--- config.mk ---
export PLATFORM = sky130hd
export DESIGN_NAME = match_event_logger
export DESIGN_NICKNAME = d
export VERILOG_FILES = /design/src/rtl/match_event_logger.sv
export SDC_FILE = /design/constraint.sdc
export NUM_CORES = 1
export LEC_CHECK = 0
export CAP_MARGIN = 20
export CORE_AREA = 3 3 108 110
export CTS_CLUSTER_SIZE = 25
export DETAILED_ROUTE_END_ITERATION = 6
export DIE_AREA = 0 0 111 113
export MAX_ROUTING_LAYER = met4
export PLACE_DENSITY = 0.83
export SYNTH_ARGS = -nofsm -noshare
export SYNTH_HDL_FRONTEND = slang
export SYNTH_SLANG_ARGS = --single-unit
export TNS_END_PERCENT = 10
--- constraint.sdc ---
create_clock -name clk -period 3.3 [get_ports clk]
set_clock_uncertainty 0.2 [all_clocks]
set_input_delay 0.495 -clock clk [delete_from_list [all_inputs] [get_ports clk]]
set_output_delay 0.495 -clock clk [all_outputs]
set_load 0.1 [all_outputs]
--- src/rtl/match_event_logger.sv ---
`default_nettype none
// ============================================================================
// Module   : match_event_logger
// Purpose  : Timestamps detector match pulses into a small FWFT FIFO and
//            presents them over valid/ready, with saturating statistics.
// Revision : 1.0 - initial release
// ============================================================================
module match_event_logger #(
    parameter int TS_W  = 16,
    parameter int DEPTH = 4,
    parameter int CNT_W = 8
) (
    input  logic                     clk,
    input  logic                     rst,
    input  logic                     clear,
    input  logic                     match_in,
    output logic                     evt_valid,
    input  logic                     evt_ready,
    output logic [TS_W-1:0]          evt_time,
    output logic [$clog2(DEPTH):0]   fifo_level,
    output logic [CNT_W-1:0]         total_cnt,
    output logic [CNT_W-1:0]         drop_cnt,
    output logic                     overflow
);

    localparam int AW = $clog2(DEPTH);
    localparam int LW = AW + 1;

    localparam logic [LW-1:0]    c_FULL    = LW'(DEPTH);
    localparam logic [LW-1:0]    c_LVL_ONE = LW'(1);
    localparam logic [AW-1:0]    c_PTR_ONE = AW'(1);
    localparam logic [TS_W-1:0]  c_TS_ONE  = TS_W'(1);
    localparam logic [CNT_W-1:0] c_CNT_ONE = CNT_W'(1);
    localparam logic [CNT_W-1:0] c_CNT_MAX = {CNT_W{1'b1}};

    logic [TS_W-1:0]  r_ts;
    logic [TS_W-1:0]  r_mem [DEPTH];
    logic [AW-1:0]    r_wptr;
    logic [AW-1:0]    r_rptr;
    logic [LW-1:0]    r_level;
    logic [TS_W-1:0]  r_evt_time;
    logic [CNT_W-1:0] r_total;
    logic [CNT_W-1:0] r_drop;
    logic             r_ovf;

    logic             w_empty;
    logic             w_full;
    logic             w_hit;
    logic             w_pop;
    logic             w_push;
    logic             w_drop;
    logic [LW-1:0]    w_level_nxt;
    logic [AW-1:0]    w_rptr_nxt;
    logic [TS_W-1:0]  w_head_nxt;

    assign w_empty = (r_level == '0);
    assign w_full  = (r_level == c_FULL);
    assign w_hit   = ~clear & match_in;
    assign w_pop   = ~clear & ~w_empty & evt_ready;
    // A pop in the same cycle frees the slot, so a full FIFO still accepts.
    assign w_push  = w_hit & (~w_full | w_pop);
    assign w_drop  = w_hit & w_full & ~w_pop;

    always_comb begin
        w_level_nxt = r_level;
        if (w_push && !w_pop) begin
            w_level_nxt = r_level + c_LVL_ONE;
        end else if (w_pop && !w_push) begin
            w_level_nxt = r_level - c_LVL_ONE;
        end

        w_rptr_nxt = w_pop ? (r_rptr + c_PTR_ONE) : r_rptr;

        // Registered head: the new record becomes head only when nothing
        // older survives this edge; an empty FIFO keeps the last head value.
        w_head_nxt = r_evt_time;
        if (w_push && (r_level == (w_pop ? c_LVL_ONE : '0))) begin
            w_head_nxt = r_ts;
        end else if (w_level_nxt != '0) begin
            w_head_nxt = r_mem[w_rptr_nxt];
        end
    end

    always_ff @(posedge clk) begin
        if (w_push) begin
            r_mem[r_wptr] <= r_ts;
        end
    end

    always_ff @(posedge clk or posedge rst) begin
        if (rst) begin
            r_ts       <= '0;
            r_wptr     <= '0;
            r_rptr     <= '0;
            r_level    <= '0;
            r_evt_time <= '0;
            r_total    <= '0;
            r_drop     <= '0;
            r_ovf      <= 1'b0;
        end else if (clear) begin
            r_ts       <= '0;
            r_wptr     <= '0;
            r_rptr     <= '0;
            r_level    <= '0;
            r_evt_time <= '0;
            r_total    <= '0;
            r_drop     <= '0;
            r_ovf      <= 1'b0;
        end else begin
            r_ts       <= r_ts + c_TS_ONE;
            r_rptr     <= w_rptr_nxt;
            r_level    <= w_level_nxt;
            r_evt_time <= w_head_nxt;
            if (w_push) begin
                r_wptr <= r_wptr + c_PTR_ONE;
            end
            if (w_hit && (r_total != c_CNT_MAX)) begin
                r_total <= r_total + c_CNT_ONE;
            end
            if (w_drop) begin
                r_ovf <= 1'b1;
                if (r_drop != c_CNT_MAX) begin
                    r_drop <= r_drop + c_CNT_ONE;
                end
            end
        end
    end

    assign evt_valid  = ~w_empty;
    assign evt_time   = r_evt_time;
    assign fifo_level = r_level;
    assign total_cnt  = r_total;
    assign drop_cnt   = r_drop;
    assign overflow   = r_ovf;

endmodule
`default_nettype wire

* Word level (Yosys, flattened, before mapping)
Memory sizes are Yosys's and may differ from the RTL's. Index checks and enable logic that the tools add are counted.
Word-level totals: bits in registers 56, memory bits (writable) 64, bits of input ports 5, output and inout bits 37, logic and storage cells 66, memories kept 1
Operators by class: $add $sub $neg 7, equality and inequality tests 4, mux-type cells 21, bitwise logic cells 11, reductions and logical operators 14
Memories:
- r_mem | depth 4, bits a word 16, rd ports 1, clocked after Yosys merged registers in 0, write ports 1, RTL line 37 | logic [TS_W-1:0] r_mem [DEPTH];
Operator list (number):
- two-way mux 16 bit | 4
- two-way mux 8 bit | 5
- adder 16 x 1 -> 16 bit, second input constant | 1
- adder 8 x 1 -> 8 bit, second input constant | 2
- != test 8 bit, second input constant | 2
- two-way mux 3 bit | 3
- two-way mux 2 bit | 4
- nonzero test 2 bit | 4
- bitwise AND 1 bit | 6
- nonzero test 3 bit | 2
- two-way mux 1 bit | 5
- adder 2 x 1 -> 2 bit, second input constant | 2
- logical AND 1 bit | 4
- NOT 1 bit | 4
- adder 3 x 1 -> 3 bit, second input constant | 1
- == test 3 x 1 -> 1 bit | 1
- == test 3 bit, second input constant | 1
- zero test 3 bit | 1
- subtractor 3 x 1 -> 3 bit, second input constant | 1
- zero test 1 bit | 2
- AND reduction 2 bit | 1
- OR 1 bit | 1

* Longest topological paths before layout
Gate-level depths: netlist of the first run.
word-level depth 14, mapped depth 11, gate-level depth less buffers 9

* Worst setup path after synthesis of the first run
Ideal clock, no wire load.
path kind reg-to-reg, from register r_level[0], in the netlist fifo_level[0], to register r_evt_time[0], in the netlist evt_time[0], setup time 0.125 ns, data arrival time 3.658 ns, required time 2.975 ns, setup slack -0.683 ns, cell stages (with the launch flop) 11, buffers on the path 1, period minus slack after synthesis 3.983 ns, cells stage by stage dfrtp_1 -> inv_1 -> ha_1 -> and2b_4 -> inv_2 -> nand2_1 -> a21oi_1 -> mux2i_4 -> nor4b_4 -> buf_8 -> mux2_4
Between the ends: longest elaborated chain between the ends 12, elaborated cells between the ends (all ways) 26, those cells by class add/sub (2); eq/ne (2); mux (7); bitwise (6); reduce/logical (8); memory (1)
RTL lines:
- from (decl) | RTL line 40 | logic [LW-1:0] r_level;
- from (signal assigned) | RTL line 112 | r_level <= w_level_nxt;
- zero test 3 bit (*) | RTL line 56 | assign w_empty = (r_level == '0);
- NOT 1 bit (*)
- named net evt_valid | RTL line 17 | output logic evt_valid,
- bitwise AND 1 bit (*) (2 in series) | RTL line 59 | assign w_pop = ~clear & ~w_empty & evt_ready;
- OR 1 bit | RTL line 61 | assign w_push = w_hit & (~w_full | w_pop);
- bitwise AND 1 bit | RTL line 61
- zero test 1 bit | RTL line 68 | end else if (w_pop && !w_push) begin
- logical AND 1 bit | RTL line 68
- two-way mux 3 bit | RTL line 68
- two-way mux 3 bit | RTL line 66 | if (w_push && !w_pop) begin
- nonzero test 3 bit | RTL line 79 | end else if (w_level_nxt != '0) begin
- nonzero test 3 bit (no source line)
- to (signal assigned) | RTL line 113 | r_evt_time <= w_head_nxt;
- to (decl) | RTL line 41 | logic [TS_W-1:0] r_evt_time;
The timed path passes the listed nets; every way through them passes the cells marked *. The select of a mux whose other input is x is not followed. A chain may end at the register's enable or synchronous reset.

* Worst setup path after layout of the first run
from register r_level[0], in the netlist fifo_level[0], to register r_evt_time[12], in the netlist evt_time[12]
Between the ends: longest elaborated chain between the ends 12, elaborated cells between the ends (all ways) 26, those cells by class add/sub (2); eq/ne (2); mux (7); bitwise (6); reduce/logical (8); memory (1)
RTL lines (RTL line):
- zero test 3 bit | 56
- NOT 1 bit | 59
- bitwise AND 1 bit (2 in series) | 59
- OR 1 bit | 61
- bitwise AND 1 bit | 61
- zero test 1 bit | 68
- logical AND 1 bit | 68
- two-way mux 3 bit | 68
- two-way mux 3 bit | 66
- nonzero test 3 bit | 79
- nonzero test 3 bit (no source line)
Parallel ways exist; a longest one is shown, timed or not. The select of a mux whose other input is x is not followed.

==> results of run 1 <==
[flip-flops by register name, summed over array words and instances (netlist names)]
name        count
r_wptr          2
overflow        1
drop_cnt        8
r_rptr          2
r_ts           16
total_cnt       8
fifo_level      3
r_mem          64
evt_time       16
[area by class of cell]
cell class / count / area, um2 / area share
well taps: 140 / 175.2 / 0.02476
multi-input cells: 436 / 2504 / 0.3539
flip-flops and latches: 120 / 3326 / 0.4701
clock inverters: 14 / 133.9 / 0.01892
inverters: 8 / 37.54 / 0.005306
clock buffers: 18 / 417.9 / 0.05907
repair buffers: 60 / 480.5 / 0.06792
[Yosys cell counts (all sizes together) (5+ instances only)]
cell    number
o41ai       14
inv          8
xnor2        6
nand4        9
buf          5
dfrtp       56
edfxtp      64
o21ai       69
nand3       14
or3          6
xor2        18
clkbuf      27
nor2       144
and3        11
nor3         5
and2         7
a21oi       10
ha          10
nand2       59
mux2        16
[cells by family (layout without fill, tap and decap cells)]
logic type	count (synthesis)	count (layout)	synth area share
muxes	20	20	0.04496
AOI/OAI and AO/OA	110	110	0.1149
DFF	120	120	0.5529
adders and majority gates	10	10	0.02082
and+or+nand+nor	272	272	0.2005
xor gates and xnor gates	24	24	0.03497
buffers and inverters	40	100	0.03101
[metal layers]
metal  GRT usage  share of wire  vias up
li1            -              -     2188
met1      0.2839           0.41     2269
met2      0.3924           0.49      182
met3     0.05455          0.074       33
met4      0.1207          0.024        0
met5           -              0        -
[report_power, final]
part | internal, mW | switching (mW)
clock network | 1.06 | 0.655
logic | 0.244 | 0.649
registers | 1.65 | 0.0589
total | 2.96 | 1.36
[critical path, delay by kind of cell, from the launching register on]
| family | cells | cell delay [ns] |
|---|---|---|
| AO/OA/AOI/OAI | 1 | 0.24 |
| AND/OR/NAND/NOR | 4 | 0.96 |
| adder cells (fa/ha/maj) | 1 | 0.34 |
| flip-flops | 1 | 0.42 |
| buffers and inverters | 3 | 0.50 |
| multiplexers | 1 | 0.19 |
[through the flow]
stage | power [mW] | setup WS, ns | area (um2) | instances | hold slack, ns
floorplan | 2.426 | 0.007615 | 6023 | 596 | 0.2742
global placement | 2.611 | 0.2662 | 6523 | 764 | 0.2907
detailed placement | 2.628 | 0.1740 | 6523 | 764 | 0.3007
CTS | 4.346 | 0.4098 | 7074 | 796 | 0.2591
global route | 4.467 | 0.2236 | 7074 | 796 | 0.2852
finish | 4.319 | 0.3891 | 7074 | 796 | 0.2592
[how the worst min path moves through the flow]
stage	to	cells past startpoint	slack (ns)
after global routing	r_ts[14]	3	0.29
final	total_cnt[6]	2	0.26
after floorplan	r_mem[0][2]	0	0.27
after global placement	evt_time[11]	1	0.29
after CTS	r_ts[15]	3	0.26
after detailed placement	evt_time[0]	1	0.30
==> impl_results.md, run 1 <==
* Status: finished clean
* Pre-Repair DR Iteration Count at 6
* Starting Density at 0.5569
* CTS tree: built
* Core Util, Final at 0.6555
* Post-synthesis sequential area ratio at 0.5529
* Wire length per cell at 17.59 um
* Distinct cells, synth at 50
* Vias per cell at 5.869
* Max frequency at 0.3435 GHz
* Crit end category: flip-flop
* Filler cell count at ~740
* RePlAce Congestion at 0.8456
* Io pins at 42
* CP max-delay cell: or4_1
* Most frequent cells in the layout: nor2_1, o21ai_0, edfxtp_1
* Ant. Diodes at 0
* HP Class: in -> async
* Vias in the first global route at between 4,000 and 5,000
* Area Overhead vs Synth at 17.69%
* Capture point of the worst path: evt_time[12]
* Commonest non-fill, non-tap cell in the layout: nor2_1
* Cells after Synth at 596
* Post-Route Setup TNS at 0 ns
* Die width at 111 um
* CP peak stage delay at about 0.50 ns
* Worst path required time at 3.56 ns
* Clk Latency, worst-skew pair at 0.53 ns
* Worst setup SP type: flip-flop
* Post-Route WL at approximately 14 mm
* Cts bufs inserted at 17
* H-tree depth at 4
* Yosys reg bits at 120
* Pwr dens at between 600 and 700 nW/um2
* PostCTS Resize Cnt at 0
* Synth Warn # at 0
* Critical path cell sequence: inv_1 -> ha_1 -> and2b_4 -> inv_8 -> nand2_1 -> buf_4 -> nor3_1 -> or4_1 -> o31ai_1 -> mux2_4
* CTS sink count at 120
* Root buffer cell: clkbuf_8
* P_leak at 3.014 nW
* # setup viols final at 0
* Total GRT Usage at 0.2410
* Clk slew on worst S/H paths at 0.06 ns
* Crit path max fanout at 32
* Nets at 658
* R2r startpoint: fifo_level[0]
* Antenna Nets Post-Route at 0
* Syn avg cell area at a little over 10 um2
* R2R cell count at 10
* Tmin final at 2.911 ns
* Total grt overflow at 0
* Std-Cell Rows at 38
* Reg2reg setup slack at roughly 0.39 ns
* Hold Buf Count CTS at 0
* Post-Syn Area at 6011 um2
* RSZ-0062 raised after global routing: no
* Maximum vdd drop at 0.0004213 V
* Period utilisation layout at 0.8821
* Ys async rst share at 0.4667
* Number of DRC markers in iteration 0 at 462
* Largest net degree at the start of global routing at 38
* Initial antenna violation count at 0
* Worst-Margin Slew at between 0.8 and 0.9 ns
* Final hold violations at 0
* Leading area contributor after synthesis: edfxtp_1
* Worst setup path start: fifo_level[0]
* Post-detail-place hpwl at 8.779 mm
* Die Y-Extent at 113 um
* First-pass GRT wire length at 23.17 mm
* Top post-synthesis cells by area: edfxtp_1, dfrtp_1, nor2_1, o21ai_0, nand2_1
* Crit path kind: reg -> reg
* Clock Tree Buf Depth at 2
* Worst R2R End: evt_time[12]
* Crit path DAT at about 3.2 ns
* Layout cells sized above 1 at 0.1768
* Die area at around 13,000 um2
* Synth Flop Type: edfxtp_1
* Synth top area share at 0.3197
* Core ar. at 10,790 um2
* Post-CTS Setup Repair Bufs at 0
* Max-slew violation count at 0
* Syn Nets at 611
* Worst slew margin at 0.4568
* Max_cap viols at 0
* Post-synth EDFFs at 64
* PortBufs at slightly above 40
* DRC viols at 0
* Via Count at 4,672
Note: power is estimated with default switching activity, not from simulation.
==> run 2: changes to the inputs <==
Settings changed: RECOVER_POWER set to 100.
==> run 2 against run 1 <==
Worst hold slack gained 0.025 ns. Cell area shrank 3.0%. The flow now finishes with violations (capacitance limit). Sequential share of layout area up 1.5 points. Register-to-register slack got worse by 0.06 ns. Routed wire length grew 0.76%. Sequential cell count unchanged. Combinational power decreased by 8.1%. Critical path type unchanged. Total power is 1.7% lower.
==> impl_results.md, run 2 (synthesized netlist as in run 1, its figures left out) <==
* Post-Route Setup TNS at 0 ns (unchanged)
* Vias in the first global route at 4,750 (unchanged)
* Starting Density at 0.5569 (unchanged)
* Largest net degree at the start of global routing at 38 (unchanged)
* Via Count at 4,690 (+0.39%)
* Pwr dens at 618.6 nW/um2 (+1.3%)
* Pre-Repair DR Iteration Count at 6 (unchanged)
* Violated checks: capacitance limit
* Crit end category: flip-flop
* Worst setup path start: fifo_level[0]
* Most frequent cells in the layout: nor2_1, o21ai_0, edfxtp_1
* Top sig layer: met4
* Clk slew on worst S/H paths at 0.06 ns (about the same)
* Status: finished with violations
* Hold Buf Count CTS at 0 (unchanged)
* Root buffer cell: clkbuf_8
* Maximum vdd drop at 0.0004119 V (-2.2%)
* Worst slew margin at 0.01045 (-0.4464)
* Ant. Diodes at 0 (unchanged)
* Area occupied by multi-input gates at 2450 um2 (-2.1%)
* Max frequency at 0.3364 GHz (-2.1%)
* Cts bufs inserted at 17 (unchanged)
* Io pins at 42 (unchanged)
* Max FFs per register at 64 (unchanged)
* Total grt overflow at 0 (unchanged)
* Crit path kind: reg -> reg
* Nets at 658 (unchanged)
* Routed met3 length at 1.106 mm (+6.8%)
* Max_cap viols at 1 (+1)
* Post-detail-place hpwl at 8.779 mm (unchanged)
* RePlAce Congestion at 0.8456 (unchanged)
* Clock Tree Buf Depth at 2 (unchanged)
* Area Overhead vs Synth at 14.15%
* Filler cell count at 807 (+8.9%)
* Crit path DAT at 3.18 ns (about the same)
* Final hold violations at 0 (unchanged)
* Die width at 111 um (unchanged)
* Layout cells sized above 1 at 0.1006 (-0.07622)
* Biggest register: r_mem
* Wire length per cell at 17.72 um (+0.76%)
* First-pass GRT wire length at 23.17 mm (unchanged)
* CTS sink count at 120 (unchanged)
* RSZ-0062 raised after global routing: no
* PostCTS Resize Cnt at 0 (unchanged)
* Initial antenna violation count at 0 (unchanged)
* DRC viols at 0 (unchanged)
* Non-Filler Instances at 796 (unchanged)
* Metal1 wirelength at 5.635 mm (-1.2%)
* Core ar. at 10,790 um2 (unchanged)
* Die area at 12,540 um2 (unchanged)
* Worst setup SP type: flip-flop
* Max-slew violation count at 0 (unchanged)
* Worst path required time at 3.50 ns (-0.06 ns)
* Die Y-Extent at 113 um (unchanged)
* H-tree depth at 4 (unchanged)
* # setup viols final at 0 (unchanged)
* Std-Cell Rows at 38 (unchanged)
* PortBufs at 41 (unchanged)
* Number of DRC markers in iteration 0 at 544 (+18%)
* HP Class: in -> reg
* R2r startpoint: fifo_level[0]
* Tmin final at 2.973 ns (+0.06214 ns)
* Flip-flop and latch area at 3326 um2 (unchanged)
* Pwr Total at 4.245 mW (-1.7%)
* Met2 wire len at 7.077 mm (+2.3%)
* Post-CTS Setup Repair Bufs at 0 (unchanged)
* Total GRT Usage at 0.2410 (unchanged)
* Post-Route WL at 14.11 mm (+0.76%)
* Clk Latency, worst-skew pair at 0.52 ns (about the same)
* Hold_ws at 0.2841 ns (+0.02491 ns)
* Commonest non-fill, non-tap cell in the layout: nor2_1
* Crit path max fanout at 32 (unchanged)
* CTS tree: built
* Vias per cell at 5.892 (+0.39%)
* DP Cell Count at 764 (unchanged)
* Worst-Margin Slew at 1.483 ns (+0.6691 ns)
* P_leak at 2.824 nW (-6.3%)
* Antenna Nets Post-Route at 0 (unchanged)
* Hold path start: clear
* Core Util, Final at 0.6358 (-0.01971)
* Period utilisation layout at 0.9009 (+0.01883)
run 2: changes by cell type in the layout (fill, tap and decap cells not counted), sizes merged:
| cell | delta |
|---|---|
| dlygate4sd3 | +1 |
| clkdlybuf4s50 | -1 |
| buf | -43 |
| clkbuf | +43 |
run 2: routing by layer:
| metal | up-vias | track usage |
|---|---|---|
| met1 | 2261 | 0.2839 |
| met2 | 212 | 0.3924 |
| li1 | 2188 | - |
| met3 | 29 | 0.05455 |
| met4 | 0 | 0.1207 |
| met5 | - | - |
run 2: area by class of cell:
class,instances,area share
tap,140,0.02553
inverter,8,0.005470
clock inverter,14,0.01951
clock buffer,18,0.06090
sequential,120,0.4847
timing repair buffer,60,0.04686
multi-input combinational,436,0.3570
run 2: final timing paths:
path                                endpoint  depth (start not counted)  slack, ns
worst max-delay path            evt_time[14]                          9       0.33
worst min-delay path                overflow                          3       0.28
worst max register to register  evt_time[14]                          9       0.33
worst min register to register   evt_time[0]                          1       0.30
max in group asynchronous       evt_time[14]                          3       0.94
min in group asynchronous       total_cnt[7]                          2       0.67
run 2: worst max-delay path: stages (launching register included):
cell,delay [ns]
dfrtp_2,0.42
inv_1,0.14
ha_1,0.28
and2b_1,0.36
o21ai_1,0.14
a2111oi_2,0.48
buf_12,0.25
a211oi_1,0.08
a22o_1,0.21
mux2_4,0.26
run 2: power by group:
part | switching [mW] | internal [mW] | leakage, nW | total (mW)
registers | 0.0567 | 1.65 | 1.36 | 1.71
clock network | 0.654 | 1.06 | 0.269 | 1.72
logic | 0.642 | 0.178 | 1.20 | 0.820
total | 1.35 | 2.89 | 2.82 | 4.24
run 2: per-stage QoR:
stage                     worst slack (ns)  area [um2]
after global routing                0.1441        6862
after CTS                           0.4098        7074
after detailed placement            0.1740        6523
final                               0.3269        6862
after floorplan                   0.007615        6023
after global placement              0.2662        6523
==> run 3: changes to the inputs <==
Settings changed: CAP_MARGIN 20 to not set.
==> results of run 3 <==
No change in the layout: final DEF, timing and power equal those of run 2.
